## src/rtl/rec2_pkg.sv

```systemverilog
// Shared constants and helpers for the receive error counter.
// Holds the counter width, the fault-confinement thresholds, the
// re-entry value and saturation limit, and the majority voters through
// which every register is read so that triplication can be dropped in
// later without touching the read side.
package rec2_pkg;

  localparam int unsigned REC_WIDTH = 8;

  localparam logic [REC_WIDTH-1:0] REC_WARN    = 8'd96;
  localparam logic [REC_WIDTH-1:0] REC_PASSIVE = 8'd128;
  localparam logic [REC_WIDTH-1:0] REC_REENTRY = 8'd119;
  localparam logic [REC_WIDTH-1:0] REC_MAX     = 8'd255;
  localparam logic [REC_WIDTH-1:0] REC_STEP_EG = 8'd8;

  // Bitwise 2-of-3 majority over a counter-wide value.
  function automatic logic [REC_WIDTH-1:0] vote3(input logic [REC_WIDTH-1:0] a,
                                                 input logic [REC_WIDTH-1:0] b,
                                                 input logic [REC_WIDTH-1:0] c);
    return (a & b) | (a & c) | (b & c);
  endfunction

  // Single-bit 2-of-3 majority.
  function automatic logic vote3_bit(input logic a, input logic b, input logic c);
    return (a & b) | (a & c) | (b & c);
  endfunction

endpackage

```

## src/rtl/rec_edge.sv

```systemverilog
// Turns a (possibly multi-cycle) action level into a single-cycle update
// pulse. The edged flag remembers that the current burst has already been
// served; it drops on the first clock with action low.
// Ports:
//   clock  - rising-edge clock
//   reset  - asynchronous active-low reset
//   action - OR of all counter requests
//   update - high for the first cycle of each action burst
module rec_edge
  import rec2_pkg::*;
(
  input  logic clock,
  input  logic reset,
  input  logic action,
  output logic update
);

  logic edged_q;
  logic edged_d;
  logic edged_v;

  // Voter insertion point: all three copies are the same register today.
  assign edged_v = vote3_bit(edged_q, edged_q, edged_q);

  always_comb begin
    update  = action & ~edged_v;
    // Set on the serving cycle, held while action stays high, cleared on idle.
    edged_d = action;
  end

  always_ff @(posedge clock or negedge reset) begin
    if (!reset) begin
      edged_q <= 1'b0;
    end else begin
      edged_q <= edged_d;
    end
  end

endmodule

```

## src/rtl/rec2.sv

```systemverilog
// Receive error counter for the fault-confinement logic.
// One saturating update per request burst, prioritised
// resetcount > incegrec > increc > decrec, with threshold flags decoded
// combinationally from the counter register.
// Ports:
//   clock, reset            - rising-edge clock, async active-low reset
//   increc / incegrec       - +1 / +8 requests from the MAC
//   decrec                  - successful reception, decrement
//   resetcount              - clear request from the fault FSM
//   rec_lt96 / rec_ge96     - below / at-or-above warning limit
//   rec_ge128               - error passive
//   reccount                - current count for the register interface
module rec2
  import rec2_pkg::*;
(
  input  logic                 clock,
  input  logic                 reset,
  input  logic                 increc,
  input  logic                 incegrec,
  input  logic                 decrec,
  input  logic                 resetcount,
  output logic                 rec_lt96,
  output logic                 rec_ge96,
  output logic                 rec_ge128,
  output logic [REC_WIDTH-1:0] reccount
);

  logic                 action;
  logic                 update;
  logic [REC_WIDTH-1:0] count_q;
  logic [REC_WIDTH-1:0] count_d;
  logic [REC_WIDTH-1:0] count_v;
  logic [REC_WIDTH:0]   sum_eg;
  logic [REC_WIDTH:0]   sum_one;

  assign action = increc | incegrec | decrec | resetcount;

  rec_edge u_rec_edge (
    .clock  (clock),
    .reset  (reset),
    .action (action),
    .update (update)
  );

  // Voter insertion point: all three copies are the same register today.
  assign count_v = vote3(count_q, count_q, count_q);

  always_comb begin
    count_d = count_v;
    // Carry bit of the 9-bit sums only selects saturation; it is never stored.
    sum_eg  = {1'b0, count_v} + {1'b0, REC_STEP_EG};
    sum_one = {1'b0, count_v} + 9'd1;
    if (update) begin
      if (resetcount) begin
        count_d = '0;
      end else if (incegrec) begin
        count_d = sum_eg[REC_WIDTH] ? REC_MAX : sum_eg[REC_WIDTH-1:0];
      end else if (increc) begin
        count_d = sum_one[REC_WIDTH] ? REC_MAX : sum_one[REC_WIDTH-1:0];
      end else if (decrec) begin
        if (count_v >= REC_PASSIVE) begin
          count_d = REC_REENTRY;
        end else if (count_v != '0) begin
          count_d = count_v - 8'd1;
        end
      end
    end
  end

  always_ff @(posedge clock or negedge reset) begin
    if (!reset) begin
      count_q <= '0;
    end else begin
      count_q <= count_d;
    end
  end

  always_comb begin
    rec_ge96  = (count_v >= REC_WARN);
    rec_lt96  = ~rec_ge96;
    rec_ge128 = (count_v >= REC_PASSIVE);
    reccount  = count_v;
  end

endmodule

```

## config.mk

```make
export PLATFORM = sky130hd
export DESIGN_NAME = rec2
export DESIGN_NICKNAME = d
export VERILOG_FILES = /design/src/rtl/rec2_pkg.sv /design/src/rtl/rec_edge.sv /design/src/rtl/rec2.sv
export SDC_FILE = /design/constraint.sdc
export NUM_CORES = 1
export LEC_CHECK = 0
export BUFFER_PORTS_ARGS = -buffer_cell sky130_fd_sc_hd__buf_2
export CAP_MARGIN = 20
export CORE_MARGIN = 2
export CORE_UTILIZATION = 55
export DETAILED_ROUTE_END_ITERATION = 8
export PLACE_DENSITY_LB_ADDON = 0.05
export REMOVE_ABC_BUFFERS = 1
export SLEW_MARGIN = 20
export SYNTH_ARGS = -nofsm -noshare
export SYNTH_HDL_FRONTEND = slang
export SYNTH_SLANG_ARGS = --single-unit
```

## constraint.sdc

```tcl
create_clock -name clock -period 2.4 [get_ports clock]
set_clock_uncertainty 0.05 [all_clocks]
set_input_delay 0.48 -clock clock [delete_from_list [all_inputs] [get_ports clock]]
set_output_delay 0.48 -clock clock [all_outputs]
set_load 0.1 [all_outputs]
```

Yosys cells after proc, flatten, opt, wreduce, memory -nomap -nowiden

Index checks and enable logic that the tools add are counted.

Register bits: 9
Bits of input ports: 6
Output and inout port bits: 11
Logic and storage cells: 26

$add $sub $neg: 3
Magnitude comparators: 2
Muxes and demuxes: 9
Bitwise gates (word level): 9
Reduce and logical (&&, ||, !) cells: 1

Operators by type and width:

| operator                                                          | count |
|---|---|
| 2-to-1 mux 8 bit                                                  | 9 |
| bitwise OR 8 bit                                                  | 2 |
| adder 8 x 1 -> 9 bit, second input constant                       | 1 |
| adder 8 x 4 -> 9 bit, second input constant                       | 1 |
| AND 8 bit                                                         | 1 |
| greater-or-equal comparator 8 x 7 -> 1 bit, second input constant | 1 |
| greater-or-equal comparator 8 bit, second input constant          | 1 |
| nonzero test 8 bit                                                | 1 |
| subtractor 8 x 1 -> 8 bit, second input constant                  | 1 |
| bitwise OR 1 bit                                                  | 3 |
| inverter 1 bit                                                    | 2 |
| AND 1 bit                                                         | 1 |

Depth between registers and ports, before layout

Depth after elaboration: 11
Mapped depth: 8
Mapped depth without buffers: 7

Cells and area by module

From an unflattened synthesis, not the netlist that was laid out.

Cells, all modules: 123
Area total of the unflattened synthesis: 1037.2 um^2

By module, submodules not included:

| module   | times used | cells each | area an instance (um^2) | sequential area each (um^2) |
|---|---|---|---|---|
| rec2     | 1          | 121        | 998.5                   | 200.2 |
| rec_edge | 1          | 2          | 38.8                    | 25.0 |

Worst setup path before layout

OpenSTA, ideal clock, no wires.

Path type: register -> output
Start point: reg count_q[7]
End point: out rec_lt96
Arrival: 2.783 ns
Required time: 1.870 ns
Slack: -0.913 ns
Cell stages (with the launch flop): 5
Buffers on the path: 2
Cell sequence: dfrtp_1 > buf_6 > buf_1 > a21o_1 > inv_1

Longest elaborated chain between the ends: 5

RTL lines:

| item                                           | line           | source |
|---|---|---|
| start: declaration                             | rec2.sv:30     | `logic [REC_WIDTH-1:0] count_q;` |
| start signal: assignment                       | rec2.sv:74     | `count_q <= count_d;` |
| AND 8 bit (*)                                  | rec2_pkg.sv:20 | `return (a & b) \| (a & c) \| (b & c);` |
| bitwise OR 8 bit                               | rec2_pkg.sv:20 |  |
| bitwise OR 8 bit (*)                           | rec2_pkg.sv:20 |  |
| greater-or-equal comparator 8 x 7 -> 1 bit (*) | rec2.sv:79     | `rec_ge96 = (count_v >= REC_WARN);` |
| named net rec_ge96                             | rec2.sv:23     | `output logic rec_ge96,` |
| inverter 1 bit (*)                             | rec2.sv:80     | `rec_lt96 = ~rec_ge96;` |
| end: declaration                               | rec2.sv:22     | `output logic rec_lt96,` |

The timed path passes the listed nets; every way through them passes the cells marked *.

Worst setup path after layout

Start point: reg count_q[0]
End point: reg count_q[4]

Longest elaborated chain between the ends: 11
Elaborated cells on any way between the ends: 17
Those cells by class: 3 x add/sub; 1 x order compare; 9 x mux; 3 x bitwise; 1 x reduce/logical

RTL lines:

| item                                                            | line                   | source |
|---|---|---|
| AND 8 bit (*)                                                   | rec2_pkg.sv:20         |  |
| bitwise OR 8 bit                                                | rec2_pkg.sv:20         |  |
| bitwise OR 8 bit (*)                                            | rec2_pkg.sv:20         |  |
| subtractor 8 x 1 -> 8 bit or nonzero test 8 bit (tied branches) | rec2.sv:64, rec2.sv:63 |  |
| 2-to-1 mux 8 bit                                                | rec2.sv:63             | `end else if (count_v != '0) begin` |
| 2-to-1 mux 8 bit                                                | rec2.sv:61             | `if (count_v >= REC_PASSIVE) begin` |
| 2-to-1 mux 8 bit                                                | rec2.sv:60             | `end else if (decrec) begin` |
| 2-to-1 mux 8 bit                                                | rec2.sv:58             | `end else if (increc) begin` |
| 2-to-1 mux 8 bit (*)                                            | rec2.sv:56             | `end else if (incegrec) begin` |
| 2-to-1 mux 8 bit (*)                                            | rec2.sv:54             | `if (resetcount) begin` |
| 2-to-1 mux 8 bit (*)                                            | rec2.sv:53             | `if (update) begin` |

Every way passes the cells marked *; elsewhere a longest branch is shown, timed or not.

==> qor.log <==
INFO  timing         post-route-min-period=2.27ns
INFO  clock_tree     maximum_number_of_buffers_from_clock_root_to_sink=2
INFO  finish         areaGrowthSynthToFinish=14.0%
INFO  status         outcome=finished, final reports clean
INFO  floorplan      area_enclosed_by_the_die_boundary=2120µm²
INFO  clock_tree     root_buffer=sky130_fd_sc_hd__clkbuf_4
INFO  synth          synth_largest_type_area_fraction=0.232
INFO  worst_setup_path crit_slowest_cell=sky130_fd_sc_hd__or4b_4
INFO  synth          synth-edff-count=0
INFO  synth          yosys.cell_count.top_type=sky130_fd_sc_hd__dfrtp_1
INFO  synth          synth_seq_area_share=0.232
INFO  drt            drt_first_iter_violations=41
INFO  clock_tree     post_cts_resized=0
INFO  timing         hold_viol=0
INFO  worst_setup_path timing.critical_path.from_type=flop
INFO  synth          yosysWarnings=0
INFO  floorplan      fp.dieW=46.0µm
INFO  clock_tree     cts_htree_levels=1
INFO  worst_hold_path cells_on_worst_hold_path=2
INFO  worst_setup_path cp-startpoint=count_q[0]$_DFFE_PN0P_
INFO  synth          synth.area.top_cells=sky130_fd_sc_hd__dfrtp_1 (23%), sky130_fd_sc_hd__ha_1 (7.7%), sky130_fd_sc_hd__xor2_1 (3.6%)
INFO  timing         final.setup.tns=0ns
INFO  synth          syn-instance-count=113
INFO  clock_tree     cts_tree=done
INFO  timing         final.period_utilization=0.947
INFO  floorplan      chipHeight=46.0µm
INFO  synth          synth.top_cells.by_count=sky130_fd_sc_hd__dfrtp_1 (9), sky130_fd_sc_hd__inv_1 (7), sky130_fd_sc_hd__ha_1 (6), sky130_fd_sc_hd__nand2_1 (6), sky130_fd_sc_hd__nor2_1 (6)
INFO  finish         final_nets=144
INFO  place          placement.io_buffers=16
INFO  worst_hold_path holdCritPathClass=in -> reg
INFO  power_and_ir_drop vdd.ir_drop.worst=0.000683V
INFO  place          dp_hpwl=1820µm
INFO  clock_tree     cts.sinks=9
INFO  power_and_ir_drop p_per_area=973nW/µm²
INFO  global_routing grt_antenna_before_repair=0
INFO  floorplan      effective_utilization_at_floorplan=0.575
INFO  worst_setup_path top_delay_family_on_crit_path=compound AO/OA/AOI/OAI gates
INFO  timing         transition_time_of_the_tightest_slew_check_pin=0.484ns
INFO  global_routing grt_util_all_layers=0.280
INFO  synth          syn-cell-area=971µm²
INFO  synth          synthArstFlopShare=1.00
INFO  place          gp_congestion=0.883
INFO  global_routing largest_net_degree_at_the_start_of_global_routing=19
INFO  synth          dominantRegCellSynth=sky130_fd_sc_hd__dfrtp_1
INFO  global_routing overflow=0
INFO  drt            detail_route.wirelength=2390µm
INFO  worst_hold_path hold_path.startpoint=decrec
INFO  flow_run       number_of_maximum_capacitance_violations=0
INFO  finish         layout-drive-gt1-share=0.260
INFO  drt            vias=933
INFO  clock_tree     later_pin_clock_latency_in_the_skew_report=0.26ns
INFO  timing         timing.hold.ws=0.493ns
INFO  worst_setup_path worstRegToRegCells=6
INFO  worst_setup_path path_depth=6
INFO  power_and_ir_drop power=1.08mW
INFO  worst_setup_path timing.rr.start=count_q[0]$_DFFE_PN0P_
INFO  global_routing global_route.usage.met2=0.397
INFO  worst_setup_path slowest_delay=0.49ns
INFO  worst_setup_path path_class=reg -> reg
INFO  drt            detailedRoute.firstPassIterationCount=5
INFO  drt            antenna_violating_nets_post_route=0
INFO  floorplan      core.rowCount=15
INFO  place          dpl_cell_area=1070µm²
INFO  worst_setup_path critical_path.n_buffers_inverters=1
INFO  drt            detail_route.vias_per_cell=6.30
INFO  power_and_ir_drop total_leakage_power=0.511nW
INFO  finish         layout.cells.non_filler=148
INFO  timing         final.setup.worst_slack=0.127ns
INFO  global_routing grt_pass1_vias=869
INFO  finish         antennaDiodeCount=0
INFO  timing         final-setup-viol-count=0
INFO  place          place_worst_setup_slack=0.149ns
INFO  worst_setup_path worstSetupEndpointType=flop
INFO  place          placed_cells_incl_taps=143
INFO  synth          postSynthRegisterBits=9
INFO  drt            wl_per_cell=16.2µm
INFO  clock_tree     clkTransAtPathRegs=0.07ns
INFO  worst_setup_path path_cells=inv_1 > ha_1 > or4b_4 > o41ai_4 > a21o_4 > mux2_2
INFO  synth          synth_largest_area_cell=sky130_fd_sc_hd__dfrtp_1
INFO  finish         finish.utilization=0.656
INFO  global_routing grt_pass1_wl=4150µm
INFO  finish         postLayoutCellArea=1110µm²
INFO  global_routing global_route.usage.met1=0.413
INFO  worst_setup_path crit_arrival=2.37ns
INFO  synth          avgSynthCellArea=8.59µm²
INFO  clock_tree     number_of_buffers_created_by_cts=3
INFO  synth          yosysUniqueCellTypes=47
INFO  timing         final-max-slew-violation-count=0
INFO  drt            detail_route.drc_violations=0
INFO  timing         grt_setup_unrepaired=false
INFO  floorplan      num_io_pins=17
INFO  timing         clock.fmax=440MHz
INFO  global_routing busiest_layer=met1
INFO  timing         relSlewSlack=0.679
INFO  floorplan      core-area=1690µm²
INFO  worst_setup_path crit_fanout=8
INFO  worst_setup_path critPathRequiredTime=2.50ns
INFO  global_routing global_route.usage.met3=0.0516
[where the power goes]
group / leakage, nW / switching [mW] / internal (mW)
clock network: 0.0150 / 0.0526 / 0.0639
registers: 0.112 / 0.0365 / 0.182
logic: 0.384 / 0.553 / 0.189
total: 0.511 / 0.642 / 0.435
[per-layer routing]
metal  share of wire  routed length (µm)
met1            0.45                1090
met2            0.47                1130
met3           0.055                 131
met4           0.018                  44
met5               0                   0
[cell families (layout without fill, tap and decap cells)]
family / count (synthesis) / in the layout / synth area share
DFF: 9 / 9 / 0.232
xor gates and xnor gates: 7 / 7 / 0.0631
buffers and inverters: 17 / 35 / 0.0825
AOI/OAI and AO/OA: 36 / 36 / 0.312
muxes: 2 / 2 / 0.0219
and+or+nand+nor: 36 / 36 / 0.211
adders and majority gates: 6 / 6 / 0.0773
[final timing paths]
| path | endpoint | slack (ns) |
|---|---|---|
| max in group asynchronous | count_q[0]$_DFFE_PN0P_ | 1.57 |
| min in group asynchronous | u_rec_edge.edged_q$_DFF_PN0_ | 0.54 |
| max | count_q[4]$_DFFE_PN0P_ | 0.13 |
| min reg2reg | count_q[2]$_DFFE_PN0P_ | 0.53 |
| max reg2reg | count_q[4]$_DFFE_PN0P_ | 0.13 |
| min | u_rec_edge.edged_q$_DFF_PN0_ | 0.49 |
[final cells by class]
type | instances | area (µm²)
tap | 17 | 21.3
clock buffer | 4 | 26.3
inverter | 7 | 26.3
multi-input combinational | 87 | 666
fill | 153 | 582
timing repair buffer | 24 | 143
sequential | 9 | 225
[what timing repair did]
| action | in CTS | in global routing |
|---|---|---|
| hold buffers | 1 | 0 |
| setup buffers | 0 | 0 |
| endpoints found under the hold margin | 4 | 0 |
[layout by cell type (no fill, tap or decap), types with 2 or more instances in the layout]
cell	n
sky130_fd_sc_hd__a21o_1	2
sky130_fd_sc_hd__nand3_1	4
sky130_fd_sc_hd__o21a_1	2
sky130_fd_sc_hd__o21ai_0	5
sky130_fd_sc_hd__clkbuf_4	3
sky130_fd_sc_hd__dfrtp_1	9
sky130_fd_sc_hd__nor2_1	6
sky130_fd_sc_hd__a211oi_1	2
sky130_fd_sc_hd__nand2_1	6
sky130_fd_sc_hd__buf_4	7
sky130_fd_sc_hd__inv_1	7
sky130_fd_sc_hd__nand4_1	2
sky130_fd_sc_hd__ha_1	6
sky130_fd_sc_hd__or3_1	2
sky130_fd_sc_hd__xnor2_1	3
sky130_fd_sc_hd__o2bb2ai_1	3
sky130_fd_sc_hd__a31oi_1	2
sky130_fd_sc_hd__xor2_1	4
sky130_fd_sc_hd__a32o_1	2
sky130_fd_sc_hd__o41ai_1	2
sky130_fd_sc_hd__o22a_1	2
sky130_fd_sc_hd__buf_2	16
sky130_fd_sc_hd__and3_1	3
sky130_fd_sc_hd__nor3_1	4
sky130_fd_sc_hd__a21oi_1	4
[flip-flops by register name, indices dropped and copies added (netlist names)]
| register | count |
|---|---|
| u_rec_edge.edged_q | 1 |
| count_q | 8 |
(Power assumes the default switching activity.)
